===== src/rtl/serial_byte_tx.sv =====
// ============================================================================
// Module      : serial_byte_tx
// Description : Framed parallel-to-serial transmitter (start, LSB-first data,
//               stop) with valid/ready intake and optional line inversion.
// Revision    : 1.0 - initial release
// ============================================================================
`default_nettype none

module serial_byte_tx #(
    parameter int DATA_BITS    = 8,
    parameter int CLKS_PER_BIT = 4,
    parameter bit INVERT_LINE  = 1'b0
) (
    input  logic                 clk,
    input  logic                 rst,
    input  logic [DATA_BITS-1:0] inData,
    input  logic                 inValid,
    output logic                 outReady,
    output logic                 outTx,
    output logic                 outBusy
);

    localparam int c_CYC_W = (CLKS_PER_BIT > 1) ? $clog2(CLKS_PER_BIT) : 1;
    localparam int c_BIT_W = (DATA_BITS > 1) ? $clog2(DATA_BITS) : 1;

    localparam logic [c_CYC_W-1:0] c_CYC_LAST = c_CYC_W'(CLKS_PER_BIT - 1);
    localparam logic [c_BIT_W-1:0] c_BIT_LAST = c_BIT_W'(DATA_BITS - 1);
    localparam logic               c_IDLE_LVL = 1'b1 ^ INVERT_LINE;

    localparam logic [1:0] c_ST_IDLE  = 2'd0;
    localparam logic [1:0] c_ST_START = 2'd1;
    localparam logic [1:0] c_ST_DATA  = 2'd2;
    localparam logic [1:0] c_ST_STOP  = 2'd3;

    logic [1:0]           r_state;
    logic [DATA_BITS-1:0] r_shreg;
    logic [c_CYC_W-1:0]   r_cycCnt;
    logic [c_BIT_W-1:0]   r_bitCnt;
    logic                 r_tx;
    logic                 r_busy;

    logic                 w_accept;
    logic                 w_cycDone;
    logic [DATA_BITS-1:0] w_shNext;

    assign outReady  = (r_state == c_ST_IDLE) && !rst;
    assign outTx     = r_tx;
    assign outBusy   = r_busy;

    assign w_accept  = inValid && outReady;
    assign w_cycDone = (r_cycCnt == c_CYC_LAST);
    assign w_shNext  = r_shreg >> 1;

    // Line level is loaded one bit ahead so outTx stays a pure register.
    always_ff @(posedge clk) begin
        if (rst) begin
            r_state  <= c_ST_IDLE;
            r_shreg  <= '0;
            r_cycCnt <= '0;
            r_bitCnt <= '0;
            r_tx     <= c_IDLE_LVL;
            r_busy   <= 1'b0;
        end else begin
            case (r_state)
                c_ST_IDLE: begin
                    if (w_accept) begin
                        r_shreg  <= inData;
                        r_state  <= c_ST_START;
                        r_tx     <= ~c_IDLE_LVL;
                        r_busy   <= 1'b1;
                        r_cycCnt <= '0;
                        r_bitCnt <= '0;
                    end
                end
                c_ST_START: begin
                    if (w_cycDone) begin
                        r_cycCnt <= '0;
                        r_state  <= c_ST_DATA;
                        r_tx     <= r_shreg[0] ^ INVERT_LINE;
                    end else begin
                        r_cycCnt <= r_cycCnt + 1'b1;
                    end
                end
                c_ST_DATA: begin
                    if (w_cycDone) begin
                        r_cycCnt <= '0;
                        if (r_bitCnt == c_BIT_LAST) begin
                            r_state <= c_ST_STOP;
                            r_tx    <= c_IDLE_LVL;
                        end else begin
                            r_bitCnt <= r_bitCnt + 1'b1;
                            r_shreg  <= w_shNext;
                            r_tx     <= w_shNext[0] ^ INVERT_LINE;
                        end
                    end else begin
                        r_cycCnt <= r_cycCnt + 1'b1;
                    end
                end
                c_ST_STOP: begin
                    if (w_cycDone) begin
                        r_cycCnt <= '0;
                        r_state  <= c_ST_IDLE;
                        r_busy   <= 1'b0;
                        r_tx     <= c_IDLE_LVL;
                    end else begin
                        r_cycCnt <= r_cycCnt + 1'b1;
                    end
                end
                default: begin
                    r_state <= c_ST_IDLE;
                    r_busy  <= 1'b0;
                    r_tx    <= c_IDLE_LVL;
                end
            endcase
        end
    end

endmodule

`default_nettype wire

===== config.mk =====
export PLATFORM = sky130hd
export DESIGN_NAME = serial_byte_tx
export DESIGN_NICKNAME = d
export VERILOG_FILES = /design/src/rtl/serial_byte_tx.sv
export SDC_FILE = /design/constraint.sdc
export NUM_CORES = 1
export LEC_CHECK = 0
export CAP_MARGIN = 25
export CORE_ASPECT_RATIO = 1.2
export CORE_MARGIN = 10
export CORE_UTILIZATION = 35
export CTS_BUF_LIST = sky130_fd_sc_hd__clkbuf_4 sky130_fd_sc_hd__clkbuf_8
export DETAILED_ROUTE_END_ITERATION = 8
export GPL_TIMING_DRIVEN = 0
export PLACE_DENSITY = 0.53
export SYNTH_ARGS = -nofsm -noshare
export SYNTH_HDL_FRONTEND = slang
export SYNTH_SLANG_ARGS = --single-unit

===== constraint.sdc =====
create_clock -name clk -period 2.15 [get_ports clk]
set_input_delay 0.43 -clock clk [delete_from_list [all_inputs] [get_ports clk]]
set_output_delay 0.43 -clock clk [all_outputs]
set_load 0.005 [all_outputs]

Word-level counts from Yosys, hierarchy flattened
Index checks and enable logic that the tools add are counted.
Widths: inputs -> output; s select.
{ "totals": {"regBits": 17, "latch_bits": 0, "ram_bits": 0, "mem_bits_ro": 0, "in_bits": 11, "wordCells": 56, "n_memories": 0} }
{ "classes": {"n_addsub": 2, "multipliers": 0, "div_mod_pow": 0, "order_cmp": 0, "eq_ne": 11, "shifts": 0, "muxes": 26, "bitwise_logic": 0, "n_reduce_logical": 11} }
{ "op_table": {"columns": ["operator", "n"], "rows": [
  ["$mux 8", 3],
  ["$pmux 8 s2", 1],
  ["$mux 2", 7],
  ["$ne 2x2->1 const B", 6],
  ["$mux 3", 3],
  ["$pmux 2 s4", 1],
  ["$reduce_and 4->1", 2],
  ["$mux 1", 7],
  ["$eq 2x2->1 const B", 3],
  ["$pmux 3 s2", 1],
  ["$reduce_and 5->1", 1],
  ["$pmux 1 s4", 1],
  ["$pmux 2 s2", 1],
  ["$reduce_bool 2->1", 2],
  ["$add 3x1->3 const B", 1],
  ["$eq 3x3->1 const B", 1],
  ["$reduce_and 3->1", 1],
  ["$reduce_or 3->1", 1],
  ["$add 2x1->2 const B", 1],
  ["$eq 2x1->1 const B", 1],
  ["$logic_and 1x1->1", 2],
  ["$logic_not 2->1", 1],
  ["$pmux 1 s2", 1],
  ["$logic_not 1->1", 1]
]} }

Logic depth before layout (Yosys ltp)
Gate-level depths: netlist of run 1.
{ "logic_depth": {"depth_word": 5, "depth_mapped": 8, "mapped_depth_nobuf": 6} }

Worst setup path after synthesis of run 1
Ideal clock, no wire load.
{ "synth_timing": {"path_kind": "register to register", "startpoint": "register r_bitCnt[0]", "endpoint": "register r_shreg[5]", "setup_time_ps": 79, "arrival_ps": 1518, "required_ps": 2071, "slack_ps": 553, "path_stages_with_launch": 8, "n_path_buf": 1, "period_less_slack_ps": 1597, "path_cell_list": "dfxtp_1 > ha_1 > ha_1 > nand3b_2 > a2bb2oi_4 > buf_6 > nor2_2 > a211oi_2"} }
{ "synth_via": {"elab_chain_len": 3} }
{ "synth_lines": {"columns": ["element", "line_no", "text"], "rows": [
  ["start: declaration", "38", "logic [c_BIT_W-1:0] r_bitCnt;"],
  ["start signal: assignment", "91", "r_bitCnt <= r_bitCnt + 1'b1;"],
  ["$eq 3x3->1", "87", "if (r_bitCnt == c_BIT_LAST) begin"],
  ["$ne 2x2->1 (no line)", null, null],
  ["$reduce_and 4->1 (no line)", null, null],
  ["end signal: assignment", "67", "r_shreg <= inData;"],
  ["end signal: assignment", "92", "r_shreg <= w_shNext;"],
  ["end: declaration", "36", "logic [DATA_BITS-1:0] r_shreg;"]
]} }
No other way between the ends.
A chain may end at the register's enable or synchronous reset.

Worst setup path in the final report of run 1
{ "layout_timing": {"startpoint": "register r_state[0]", "endpoint": "output outReady"} }
{ "layout_via": {"elab_chain_len": 2} }
{ "layout_lines": {"columns": ["element", "line_no", "text"], "rows": [
  ["start: declaration", "35", "logic [1:0] r_state;"],
  ["start signal: assignment", "57", "r_state <= c_ST_IDLE;"],
  ["start signal: assignment", "68", "r_state <= c_ST_START;"],
  ["start signal: assignment", "78", "r_state <= c_ST_DATA;"],
  ["$logic_not 2->1", "46", "assign outReady = (r_state == c_ST_IDLE) && !rst;"],
  ["$logic_and 1x1->1", "46", null],
  ["end: declaration", "18", "output logic outReady,"]
]} }
No other way between the ends.

==> results of run 1 <==
==> flip-flops by register name, indices dropped and copies added (netlist names) <==
signal    flops
r_shreg       8
r_bitCnt      3
r_cycCnt      2
r_state       2
outBusy       1
outTx         1
==> metrics by stage <==
stage | cell area, um2 | util | cells | hold slack [ns] | total power, mW
finish | 1140 | 0.449 | 146 | 0.352 | 1.41
detailed placement | 1100 | 0.432 | 142 | 0.471 | 1.22
global placement | 1100 | 0.432 | 142 | 0.465 | 1.20
CTS | 1140 | 0.449 | 146 | 0.345 | 1.43
global route | 1140 | 0.449 | 146 | 0.334 | 1.53
floorplan | 941 | - | 97 | 0.454 | 1.03
==> per-layer routing <==
metal / GRT usage / vias up / share of wire
met5: 0 / - / 0
met2: 0.125 / 12 / 0.46
met3: 0.0262 / 2 / 0.045
met4: 0.0432 / 0 / 0.0089
met1: 0.0965 / 337 / 0.49
li1: - / 380 / -
==> power groups by stage <==
| stage | logic (mW) | clock network, mW | registers, mW |
|---|---|---|---|
| 6_report | 0.761 | 0.183 | 0.462 |
| 5_1_grt | 0.850 | 0.210 | 0.471 |
| 4_1_cts | 0.775 | 0.196 | 0.460 |
| 3_5_place_dp | 0.748 | 0 | 0.467 |
| 3_3_place_gp | 0.732 | 0 | 0.465 |
| 2_1_floorplan | 0.574 | 0 | 0.456 |
==> area by class of cell <==
cell class,count,area (um2)
fill,280,1410
timing repair buffer,12,120
clock buffer,4,30.0
multi-input combinational,71,559
sequential,17,340
inverter,4,15.0
tap,33,41.3
buffer,5,38.8
==> kinds of logic (layout without fill, tap and decap cells) <==
family / Yosys count / in the layout / synth area share
and+or+nand+nor: 32 / 32 / 0.193
DFF: 17 / 17 / 0.362
buffers and inverters: 9 / 25 / 0.0572
AOI/OAI and AO/OA: 22 / 22 / 0.186
adders and majority gates: 8 / 8 / 0.106
muxes: 9 / 9 / 0.0957
==> Yosys cell counts, drive strengths merged <==
| cell | number |
|---|---|
| buf | 4 |
| dfxtp | 17 |
| nor3b | 1 |
| nand3b | 1 |
| o22ai | 1 |
| a21oi | 6 |
| a211oi | 9 |
| nand3 | 2 |
| inv | 4 |
| nand2b | 4 |
| o221ai | 1 |
| nor2 | 15 |
| o311a | 1 |
| mux2i | 9 |
| nor4 | 1 |
| ha | 8 |
| a2bb2oi | 1 |
| nand2 | 2 |
| and4b | 1 |
| clkbuf | 1 |
| nor3 | 2 |
| o21a | 1 |
| o21ai | 1 |
| and2b | 1 |
| nor2b | 2 |
| o311ai | 1 |
==> how the worst max path moves through the flow <==
| stage | startpoint | endpoint |
|---|---|---|
| final | r_state[0] | outReady |
| after global routing | r_state[0] | outReady |
| after CTS | r_state[0] | outReady |
| after detailed placement | inValid | r_shreg[5] |
| after global placement | inValid | r_shreg[5] |
| after floorplan | r_bitCnt[0] | r_shreg[5] |
==> critical path, delay by kind of cell, from the launching register on <==
family	cells	cell delay (ns)
adder cells (fa/ha/maj)	1	0.19
AND/OR/NAND/NOR	1	0.08
flip-flops	1	0.35
buffers and inverters	3	0.70
==> what timing repair did <==
action	4_1_cts	5_1_grt
gates resized for setup	2	2
hold endpoints to repair	0	0
buffers inserted	0	0
setup endpoints to repair	1	1
==> impl_metrics.py, run 1 <==
metrics = {
    "timing": {
        "max_slew_margin": 0.663,
        "setup_violations": 0,
        "worstMarginPinSlew_ns": 0.505,
        "drv_slew": 0,
        "skew_ns": 0.00103,
        "rsz0062_at_grt": "no",
        "fin_crit_sh": 0.948,
        "hold_viol": 0,
        "fin_ws_ns": 0.111,
        "max_freq_mhz": 491,
        "min_period_ns": 2.04,
        "tns_ns": 0,
    },
    "global_route": {
        "grt_max_degree": 11,
        "grt_pass1_vias": 735,
        "antenna_found_initial": 0,
        "grt_overflow": 0,
        "grt_pass1_wl_mm": 3.31,
        "grt_use_total": 0.0813,
    },
    "hold_path": {
        "whs_endpoint": "r_shreg[0]",
        "min-delay-start": "rst",
        "hp-class": "input port to flop",
        "hold_depth": 2,
    },
    "routing": {
        "drt-vias-per-instance": 5.01,
        "wl_per_cell_um": 13.1,
        "drc": 0,
        "postRouteAntennaNets": 0,
        "routed_wl_mm": 1.91,
        "drt-pass1-iter-count": 3,
        "initialDrtViolationCount": 38,
        "dr_total_vias": 731,
    },
    "cells_and_area": {
        "nets": 133,
        "insertedDiodeCount": 0,
        "drive_gt1_frac": 0.159,
        "syn_to_final_growth_pct": 21.7,
        "layout_commonest_cell": "dfxtp_1",
        "final_cell_mix": "dfxtp_1 (17), nor2_1 (14), clkdlybuf4s50_1 (12), mux2i_1 (9), a211oi_1 (8)",
    },
    "placement": {
        "place_ws_ns": 0.157,
        "io_buffers": 12,
        "gp_congestion": 0.804,
        "dp_hpwl_mm": 1.48,
    },
    "power": {
        "switchingPower_mw": 0.548,
        "power_frac_comb": 0.541,
        "total_leakage_power_nw": 0.449,
        "p_int_mw": 0.859,
        "switching_share": 0.390,
        "seq_power_share": 0.329,
        "power_density_nw_per_um2": 1230,
        "max-vdd-ir-drop_mv": 0.574,
        "p_clk_frac": 0.130,
    },
    "cts": {
        "cts.sinks": 17,
        "cts_max_level": 1,
        "cts_tree": "built",
        "hold_buffers": 0,
        "numCtsBuffers": 3,
        "clkLatencyLatePin_ns": 0.28,
        "clockBufferDepth": 2,
        "clk_pin_slew_ns": 0.10,
        "clockRootBuffer": "clkbuf_4",
    },
    "critical_path": {
        "end_kind": "output pin",
        "r2r.worst_path.cells": 7,
        "slowest_delay_ns": 0.51,
        "critPathKind": "flop to output pin",
        "crit_arrival_ns": 1.61,
        "critPathRequiredTime_ns": 1.72,
        "worstSetupStartpointType": "flop",
        "crit_chain": "inv_2, ha_4, inv_2, nor2_1, clkdlybuf4s50_1",
        "path_max_fanout": 5,
        "r2r_end": "r_shreg[5]",
        "rr_startpoint": "r_bitCnt[0]",
        "cp_common_cell": "inv_2",
        "crit_path_top_delay_cell": "clkdlybuf4s50_1",
        "rrSetupSlack_ns": 0.34,
    },
    "floorplan": {
        "die_x_um": 67.3,
        "core_region_area_um2": 2550,
        "rows": 20,
        "ios": 14,
        "die_area_um2": 5170,
        "initial_core_util": 0.369,
        "die_y_um": 76.8,
    },
    "synthesis": {
        "synth-seq-cells": 17,
        "synth_top_area_share": 0.362,
        "avgSynthCellArea_um2": 9.70,
        "synth_area_um2": 941,
        "ys_warn_count": 0,
        "ys_seq_area_frac": 0.362,
        "synthTopCellsByArea": "dfxtp_1 (36%), ha_1 (11%), mux2i_1 (9.6%)",
        "syn_inst": 97,
        "syn_nets": 116,
        "yosys.area.top_type": "dfxtp_1",
        "ys_types": 33,
    },
    "status": {
        "status": "finished, final reports clean",
    },
    "flow_run": {
        "drv_cap": 0,
    },
}
No activity file was read; power rests on OpenSTA's default activity.
==> inputs of run 2 (changes only) <==
CTS_CLUSTER_DIAMETER = 200   (was unset)
DONT_BUFFER_PORTS = 1   (was unset)
PLACE_DENSITY = 0.46   (was 0.53)
==> impl_metrics.py, run 2 (synthesis results as in run 1) <==
metrics = {
    "status": {
        "status": "finished, final reports clean",
    },
    "timing": {
        "max_slew_margin": 0.661,
        "tns_ns": 0,
        "fin_crit_sh": 0.837,
        "skew_ns": 0.00904,
        "worstMarginPinSlew_ns": 0.508,
        "max_freq_mhz": 556,
        "rsz0062_at_grt": "no",
        "min_period_ns": 1.80,
        "setup_violations": 0,
        "hold_viol": 0,
        "drv_slew": 0,
    },
    "cells_and_area": {
        "regMostFlops": "r_shreg",
        "largest_register_ffs": 8,
        "insertedDiodeCount": 0,
        "syn_to_final_growth_pct": 7.31,
        "top_regs": "r_shreg: 8 flops, r_bitCnt: 3 flops",
        "final_cell_mix": "dfxtp_1 (17), nor2_1 (14), mux2i_1 (9), a211oi_1 (8), ha_1 (8)",
        "layout_commonest_cell": "dfxtp_1",
        "nets": 121,
        "stdcell_area_um2": 1010,
        "nFillCells": 285,
        "drive_gt1_frac": 0.149,
    },
    "cts": {
        "cts_max_level": 1,
        "clkLatencyLatePin_ns": 0.29,
        "numCtsBuffers": 3,
        "hold_buffers": 0,
        "post_cts_buffers": 0,
        "cts_tree": "built",
        "clockRootBuffer": "clkbuf_4",
        "clockBufferDepth": 2,
        "cts_resized": 0,
        "clk_pin_slew_ns": 0.11,
        "cts.sinks": 17,
    },
    "floorplan": {
        "ios": 14,
        "rows": 20,
        "die_area_um2": 5170,
        "initial_core_util": 0.369,
        "core_region_area_um2": 2550,
        "die_y_um": 76.8,
        "die_x_um": 67.3,
    },
    "global_route": {
        "top_usage_layer": "met2",
        "met1_usage": 0.0921,
        "antenna_found_initial": 0,
        "grt_use_total": 0.0790,
        "grt_overflow": 0,
        "grt_pass1_wl_mm": 3.17,
        "gr-usage-met2": 0.121,
        "grt_max_degree": 11,
        "grt_pass1_vias": 647,
        "met3_usage": 0.0363,
    },
    "placement": {
        "gp_congestion": 0.668,
        "io_buffers": 0,
        "placed_area_um2": 982,
        "dp_hpwl_mm": 1.50,
    },
    "routing": {
        "drt-vias-per-instance": 5.13,
        "routed_wl_mm": 1.96,
        "wl_per_cell_um": 14.6,
        "dr_total_vias": 688,
        "postRouteAntennaNets": 0,
        "initialDrtViolationCount": 27,
        "drt-pass1-iter-count": 3,
        "drc": 0,
    },
    "power": {
        "max-vdd-ir-drop_mv": 0.543,
        "total_leakage_power_nw": 0.400,
        "power_density_nw_per_um2": 1300,
    },
    "critical_path": {
        "critical_path.top_delay_family": "flip-flops",
        "crit_path_top_delay_cell": "dfxtp_1",
        "end_kind": "output pin",
        "r2r.worst_path.cells": 7,
        "path_max_fanout": 5,
        "crit_chain": "inv_1, ha_1, inv_2, nor2_1",
        "crit_arrival_ns": 1.37,
        "slowest_delay_ns": 0.34,
        "critPathKind": "flop to output pin",
        "critPathBufInv": 2,
        "critPathRequiredTime_ns": 1.72,
        "worstSetupStartpointType": "flop",
        "worstSetupPathDepth": 4,
    },
    "hold_path": {
        "hp-class": "input port to flop",
        "hold_depth": 2,
    },
    "flow_run": {
        "drv_cap": 0,
    },
}
==> run 2: final timing paths <==
kind         slack, ns   startpoint          end
max               0.35   r_state[0]     outReady
min               0.34          rst   r_shreg[1]
max reg2reg       0.37  r_bitCnt[0]   r_shreg[5]
min reg2reg       0.49  r_bitCnt[1]  r_bitCnt[1]
==> run 2: routing by layer <==
layer  vias to the layer above  wire (um)
li1                        356          -
met1                       319        852
met2                        11        943
met3                         2        149
met4                         0         11
met5                         -          0
==> run 2: final cells by class <==
| cell class | count | area [um2] | share of cell area |
|---|---|---|---|
| flip-flops and latches | 17 | 340 | 0.337 |
| clock buffers | 3 | 22.5 | 0.0223 |
| clock inverters | 1 | 5.00 | 0.00496 |
| plain buffers | 5 | 38.8 | 0.0384 |
| inverters | 4 | 15.0 | 0.0149 |
| multi-input cells | 71 | 547 | 0.542 |
| well taps | 33 | 41.3 | 0.0409 |
==> run 2: through the flow <==
step	hold slack, ns	std cells	utilization	setup slack, ns	power (mW)
floorplan	0.454	97	-	0.553	1.03
global placement	0.462	130	0.385	0.370	1.15
detailed placement	0.473	130	0.385	0.345	1.16
CTS	0.334	134	0.396	0.330	1.35
global route	0.335	134	0.396	0.218	1.45
finish	0.341	134	0.396	0.350	1.32
==> run 2: power by group <==
part	leakage, nW	internal, mW	total [mW]	switching, mW
combinational	0.243	0.303	0.678	0.374
clock	0.0177	0.0692	0.176	0.107
sequential	0.140	0.404	0.463	0.0587
